**config.mk**
```make
export PLATFORM = sky130hd
export DESIGN_NAME = mem_fill
export DESIGN_NICKNAME = d
export VERILOG_FILES = /design/src/rtl/mem_fill.sv
export SDC_FILE = /design/constraint.sdc
export NUM_CORES = 1
export LEC_CHECK = 0
export CAP_MARGIN = 30
export CELL_PAD_IN_SITES_DETAIL_PLACEMENT = 0
export CELL_PAD_IN_SITES_GLOBAL_PLACEMENT = 1
export CORE_UTILIZATION = 45
export CTS_BUF_LIST = sky130_fd_sc_hd__clkbuf_8
export DETAILED_ROUTE_END_ITERATION = 12
export DONT_BUFFER_PORTS = 1
export PLACE_DENSITY_LB_ADDON = 0.15
export SYNTH_ARGS = -nofsm -noshare
export SYNTH_HDL_FRONTEND = slang
export SYNTH_SLANG_ARGS = --single-unit
```
**constraint.sdc**
```tcl
create_clock -name clk -period 3.51 [get_ports clk]
set_input_delay 0.5265 -clock clk [delete_from_list [all_inputs] [get_ports clk]]
set_output_delay 0.5265 -clock clk [all_outputs]
set_load 0.1 [all_outputs]
```
**src/rtl/mem_fill.sv**
```systemverilog
// mem_fill: fills a region of a single-port RAM with one word per clock.
// A request is taken on the rdy/en handshake. It is then written as N
// consecutive words, starting at base and wrapping at the top of the
// address space. A normal finish ends with a one-cycle done pulse. An abort
// during the fill returns the block to idle without a done pulse.
module mem_fill #(
  parameter int ADDR_W = 8,
  parameter int DATA_W = 8
) (
  input  logic              clk,
  input  logic              rst,
  output logic              rdy,
  input  logic              en,
  input  logic [1:0]        mode,
  input  logic [ADDR_W-1:0] base,
  input  logic [ADDR_W-1:0] len,
  input  logic [DATA_W-1:0] fill_val,
  input  logic              abort,
  output logic              done,
  output logic [ADDR_W-1:0] ram_addr,
  output logic [DATA_W-1:0] ram_din,
  output logic              ram_wren
);

  localparam logic [1:0] S_IDLE = 2'd0;
  localparam logic [1:0] S_FILL = 2'd1;
  localparam logic [1:0] S_DONE = 2'd2;

  localparam logic [1:0] M_IDENT = 2'd0;
  localparam logic [1:0] M_DESC  = 2'd1;
  localparam logic [1:0] M_CONST = 2'd2;
  localparam logic [1:0] M_XORK  = 2'd3;

  localparam logic [ADDR_W:0] CNT_ONE  = {{ADDR_W{1'b0}}, 1'b1};
  localparam logic [ADDR_W:0] CNT_FULL = {1'b1, {ADDR_W{1'b0}}};

  logic [1:0]        state;
  logic [1:0]        mode_q;
  logic [ADDR_W-1:0] base_q;
  logic [DATA_W-1:0] fv_q;
  logic [ADDR_W:0]   n_q;     // word count; one extra bit so len=0 means 2**ADDR_W
  logic [ADDR_W:0]   i_q;     // index of the next word to write
  logic [ADDR_W:0]   i_last;
  logic [ADDR_W:0]   desc_k;

  // Index counts are ADDR_W+1 bits wide. Zero-extend or truncate them to the data width.
  function automatic logic [DATA_W-1:0] fit(input logic [ADDR_W:0] v);
    logic [DATA_W+ADDR_W:0] wide;
    wide = {{DATA_W{1'b0}}, v};
    return wide[DATA_W-1:0];
  endfunction

  // Data word for index k under the latched pattern mode.
  function automatic logic [DATA_W-1:0] pattern(input logic [1:0]        m,
                                                input logic [ADDR_W:0]   k,
                                                input logic [ADDR_W:0]   dk,
                                                input logic [DATA_W-1:0] fv);
    logic [DATA_W-1:0] r;
    case (m)
      M_DESC:  r = fit(dk);
      M_CONST: r = fv;
      M_XORK:  r = fit(k) ^ fv;
      default: r = fit(k);
    endcase
    return r;
  endfunction

  assign i_last = n_q - CNT_ONE;
  assign desc_k = i_last - i_q;

  // Control FSM plus the registered RAM write port.
  always_ff @(posedge clk) begin
    if (rst) begin
      state    <= S_IDLE;
      i_q      <= '0;
      rdy      <= 1'b0;
      done     <= 1'b0;
      ram_wren <= 1'b0;
      ram_addr <= '0;
      ram_din  <= '0;
    end else begin
      case (state)
        S_IDLE: begin
          done     <= 1'b0;
          ram_wren <= 1'b0;
          if (en && rdy) begin
            mode_q <= mode;
            base_q <= base;
            fv_q   <= fill_val;
            n_q    <= (len == '0) ? CNT_FULL : {1'b0, len};
            i_q    <= '0;
            rdy    <= 1'b0;
            state  <= S_FILL;
          end else begin
            rdy <= 1'b1;
          end
        end
        S_FILL: begin
          if (abort) begin
            ram_wren <= 1'b0;
            rdy      <= 1'b1;
            state    <= S_IDLE;
          end else begin
            ram_wren <= 1'b1;
            ram_addr <= base_q + i_q[ADDR_W-1:0];
            ram_din  <= pattern(mode_q, i_q, desc_k, fv_q);
            if (i_q == i_last) begin
              state <= S_DONE;
            end else begin
              i_q <= i_q + CNT_ONE;
            end
          end
        end
        S_DONE: begin
          ram_wren <= 1'b0;
          done     <= 1'b1;
          rdy      <= 1'b1;
          state    <= S_IDLE;
        end
        default: begin
          ram_wren <= 1'b0;
          state    <= S_IDLE;
        end
      endcase
    end
  end

endmodule

```
Word level (Yosys, flattened, before mapping)
Index checks and enable logic that the tools add are counted.
Word-level totals
  register bits: 57
  latch bits: 0
  RAM bits: 0
  bits in read-only memories: 0
  input bits: 30
  output and inout port bits: 19
  logic and storage cells: 58
  memories: 0
Cells by class
  add/sub/neg operators: 4
  $mul: 0
  divide/modulo/power cells: 0
  $lt $le $gt $ge: 0
  equality and inequality tests: 11
  shift-type cells: 0
  multiplexer cells: 15
  bitwise logic cells: 4
  reduce and logical (&&, ||, !) cells: 12
Operator list (count)
  9-bit two-way mux: 4
  8-bit case mux with 3 select lines: 1
  9-bit case mux with 2 select lines: 1
  9-bit by 1-bit adder with 9-bit output (second input constant): 1
  9-bit == test: 1
  9-bit by 1-bit subtractor with 9-bit output (second input constant): 1
  8-bit adder: 1
  8-bit zero test: 1
  2-bit inequality test (second input constant): 4
  8-bit subtractor: 1
  8-bit XOR: 1
  2-bit == test (second input constant): 3
  2-bit two-way mux: 3
  2-bit AND reduction: 3
  2-bit by 1-bit == test with 1-bit output (second input constant): 2
  2-bit case mux with 2 select lines: 1
  4-bit AND reduction: 1
  2-bit nonzero test: 2
  1-bit two-way mux: 3
  3-bit inequality test (second input constant): 1
  1-bit inverter: 3
  1-bit case mux with 3 select lines: 1
  3-bit AND reduction: 1
  3-bit nonzero test: 1
  4 further kinds: 4

Logic depth before layout (Yosys ltp)
  depth in word-level cells: 5
  gate-level depth with buffers: 13
  depth with buffers taken out: 12

Least setup slack after synthesis
No wires, ideal clock.
  path type: reg2reg
  start point: register rdy
  end point: register base_q[0] (enable)
  setup time: 0.411 ns
  data arrival time: 2.433 ns
  slack: 0.666 ns
  cell stages (with the launch flop): 3
  buffers on the path: 0
  cells stage by stage: dfxtp_1 nand3_1 nor2_1
Between the ends
  cells in the longest elaborated chain, start to end: 2
RTL lines
  start, declared: line 12  | output logic rdy,
  start signal, assigned: line 76  | rdy <= 1'b0;
  start signal, assigned: line 92  | rdy <= 1'b0;
  start signal, assigned: line 95  | rdy <= 1'b1;
  1-bit logical AND: line 86  | if (en && rdy) begin
  3-bit AND reduction (no line)
  end signal, assigned: line 88  | base_q <= base;
  end, declared: line 39  | logic [ADDR_W-1:0] base_q;
Every way passes these cells.
A chain may end at the register's enable or synchronous reset.

Worst setup path in the final report
  start point: register n_q[0]
  end point: register i_q[2]
Between the ends
  cells in the longest elaborated chain, start to end: 4
RTL lines
  start, declared: line 41  | logic [ADDR_W:0] n_q;
  start signal, assigned: line 90  | n_q <= (len == '0) ? CNT_FULL : {1'b0, len};
  9-bit by 1-bit subtractor with 9-bit output: line 68  | assign i_last = n_q - CNT_ONE;
  9-bit == test: line 107  | if (i_q == i_last) begin
  2-bit inequality test (no line)
  4-bit AND reduction (no line)
  end signal, assigned: line 110  | i_q <= i_q + CNT_ONE;
  end, declared: line 42  | logic [ADDR_W:0] i_q;
Every way passes these cells.

==> impl_results.md <==
- Post-route clock period utilization: between 80 and 90%
- WL/cell: 15.6 um
- # setup viols final: 0
- Length of the first detailed-routing pass in iterations: 4
- CP Launch Type: flip-flop
- Post-synth ARST share: 0%
- Status: complete, no violations
- Post-DP HPWL: roughly 5100 um
- Hold depth: 1
- HP Start: rst
- Max_cap viols: 0
- PwrDens: 427 nW/um2
- FP Rows: 30
- Area Overhead vs Synth: 8.07%
- Synth unique cells: 52
- Remaining Overflow, GRT: 0
- CTS buffer count: 9
- Post-synthesis cell count: approximately 340
- Global-route wire length before repair: 11100 um
- Number of synthesized flops with an enable pin: 27
- Slew headroom: about a third
- Clk Latency, worst-skew pair: roughly 320 ps
- IO Port Bufs: 0
- Clock Skew: between 5 and 6 ps
- Finished Core Util: about half
- Bufs on Longest Clock Path: 2
- Worst Path Arrival: around 3100 ps
- Worst reg2reg startpoint: n_q[0]
- Hold-fix buffers, CTS: 0
- Peak VDD IR: just under 0.0003 V
- Root Buffer: clkbuf_8
- Hold Vio Cnt, Final: 0
- Worst slew pin tran: between 900 and 1000 ps
- Fillcell total: between 600 and 700
- Critical path capture point type: flip-flop
- Largest net degree at the start of global routing: 21
- R2R Setup Slk: about 630 ps
- RSZ-0062 raised after global routing: no
- Seq/Total Area, Yosys: between 40% and 50%
- Initial core utilization: 46.8%
- Final min period: roughly 2900 ps
- R2r worst-path depth: 12
- Reg-to-reg endpoint: i_q[2]
- Fmax: 347 MHz
- DR vias/cell: roughly 5.5
- WHS: around 270 ps
- DP Cell Count: ~420
- Fin. max-slew vios: 0
- Worst-path clk slew: ~60 ps
- Share of post-route cells with drive strength above 1: 7.27%
- Gr usage total: between 10% and 20%
- Initial antenna violation count: 0
- Prevailing post-synth register cell: dfxtp_1
- Post-CTS Setup Inserts: 0
- Vias in the first global route: between 2000 and 2500
- Syn nets: between 300 and 400
- Crit Path Max Fanout: 16
- Die area: around 7400 um2
- H-tree Lvls: 3
- # resized after CTS: 0
- DR vias: between 2000 and 2500
- N_diodes: 0
- Worst Setup Path Type: reg2reg
- IO Pins: between 40 and 50
- Die Wd: ~86 um
- Worst EP required: 3690 ps
- Final Wtd Congestion: around 0.81
- CTS tree: built
- Core box area: just under 7000 um2
- Final ANT Viol Nets: 0
- Nets@finish: 391
- YS warnings: 0
- Final wirelength: ~7000 um
- Yosys reg bits: between 50 and 60
- Drt initial violations: between 150 and 200
- Drt drc: 0
- Fin Setup TNS: 0 ps
- CTS Sinks: 57
- LEAKAGE: 0.00123 uW
- Chip Height: about 86 um
- Hold Path Class: in2reg
- Synthesized area: about 3200 um2
- Hold Path End: ram_addr[5]
- Finished Layout Cells: 440
- Synthesized area per cell: approximately 9.3 um2
-- final cells by class --
cell class,count,area [um2],share of cell area [%]
Clock buffer,9,124,3.61
Inverter,25,93.8,2.73
Sequential cell,57,1410,41.1
Clock inverter,7,52.6,1.53
Multi-Input combinational cell,240,1590,46.2
Timing Repair Buffer,6,45.0,1.31
Tap cell,96,120,3.50
-- worst max-delay path, cell delays in order, from the launching register on --
cell and delay [ps]:
edfxtp_1 430, inv_1 80, ha_1 170, nand2b_1 120
nor4_1 250, xor2_1 120, ha_1 370, nand3_1 90
nor3_1 270, o21ai_4 140, nor3_4 420, or3_2 210
a21oi_1 60
-- Yosys cell counts (4+ instances only) --
master / count / area, um2
nand3_1: 6 / 30.0
xor2_1: 6 / 52.6
o31ai_1: 6 / 45.0
mux2i_1: 4 / 40.0
inv_1: 24 / 90.1
nor2_1: 26 / 97.6
or4_1: 8 / 60.1
nand4_1: 4 / 25.0
dfxtp_1: 30 / 601
nor3_1: 8 / 40.0
edfxtp_1: 27 / 811
xnor2_1: 10 / 87.6
clkbuf_1: 15 / 56.3
nand2b_1: 6 / 37.5
ha_1: 20 / 250
nand2_1: 26 / 97.6
a21oi_1: 34 / 170
o21ai_0: 25 / 125
a211oi_1: 8 / 60.1
-- worst max path at each step --
stage,end,slack (ps),startpoint
finish,i_q[2],630,n_q[0]
global route,i_q[1],290,n_q[0]
CTS,i_q[2],650,n_q[0]
detailed placement,i_q[2],670,n_q[0]
global placement,i_q[5],750,n_q[0]
floorplan,base_q[0],670,rdy
-- through the flow --
step | total power [uW] | area, um2 | worst slack [ps]
6_report | 1470 | 3440 | 625
5_1_grt | 1540 | 3440 | 293
4_1_cts | 1480 | 3440 | 650
3_5_place_dp | 923 | 3260 | 667
3_3_place_gp | 923 | 3260 | 748
2_1_floorplan | 897 | 3180 | 666
-- where the power goes --
part	internal [uW]	leakage, uW	total [uW]	switching [uW]
clock network	313	0.0000920	558	245
registers	718	0.000491	787	68.7
logic	41.7	0.000649	122	80.6
total	1070	0.00123	1470	394
-- sequential cells by signal, indices dropped and copies added, names as in the netlist --
signal	count
fv_q	8
i_q	9
rdy	1
ram_addr	8
done	1
n_q	9
ram_din	8
base_q	8
ram_wren	1
state	2
mode_q	2
-- logic make-up (layout without fill, tap and decap cells) --
family / Yosys count / in the layout / synth area share [%]
muxes: 4 / 4 / 1.26
DFF: 57 / 57 / 44.4
and+or+nand+nor: 103 / 103 / 17.0
adders and majority gates: 22 / 22 / 9.13
xor gates and xnor gates: 16 / 16 / 4.41
AOI/OAI and AO/OA: 95 / 95 / 18.1
buffers and inverters: 45 / 47 / 5.71
-- routing by layer --
metal	share of wire (%)	GRT usage [%]	up-vias
li1	-	-	1235
met1	53	29.8	1096
met2	42	28.4	66
met3	4.2	4.04	5
met4	0.80	6.36	0
met5	0	0	-
-- cells in the final DEF (no fill, tap or decap), drive strengths merged, types with 4 or more instances in the layout --
master,netlist,routed
a21oi,34,34
dfxtp,30,30
edfxtp,27,27
o21ai,27,27
nand2,26,26
nor2,26,26
inv,24,25
ha,20,20
xnor2,10,10
clkbuf,15,9
nor3,9,9
or4,9,9
a211oi,8,8
nand2b,6,6
xor2,6,6
nand3,6,6
clkinv,1,6
o31ai,6,6
buf,5,6
or3,5,5
nand4,4,4
mux2i,4,4
Note: power is estimated with default switching activity, not from simulation.
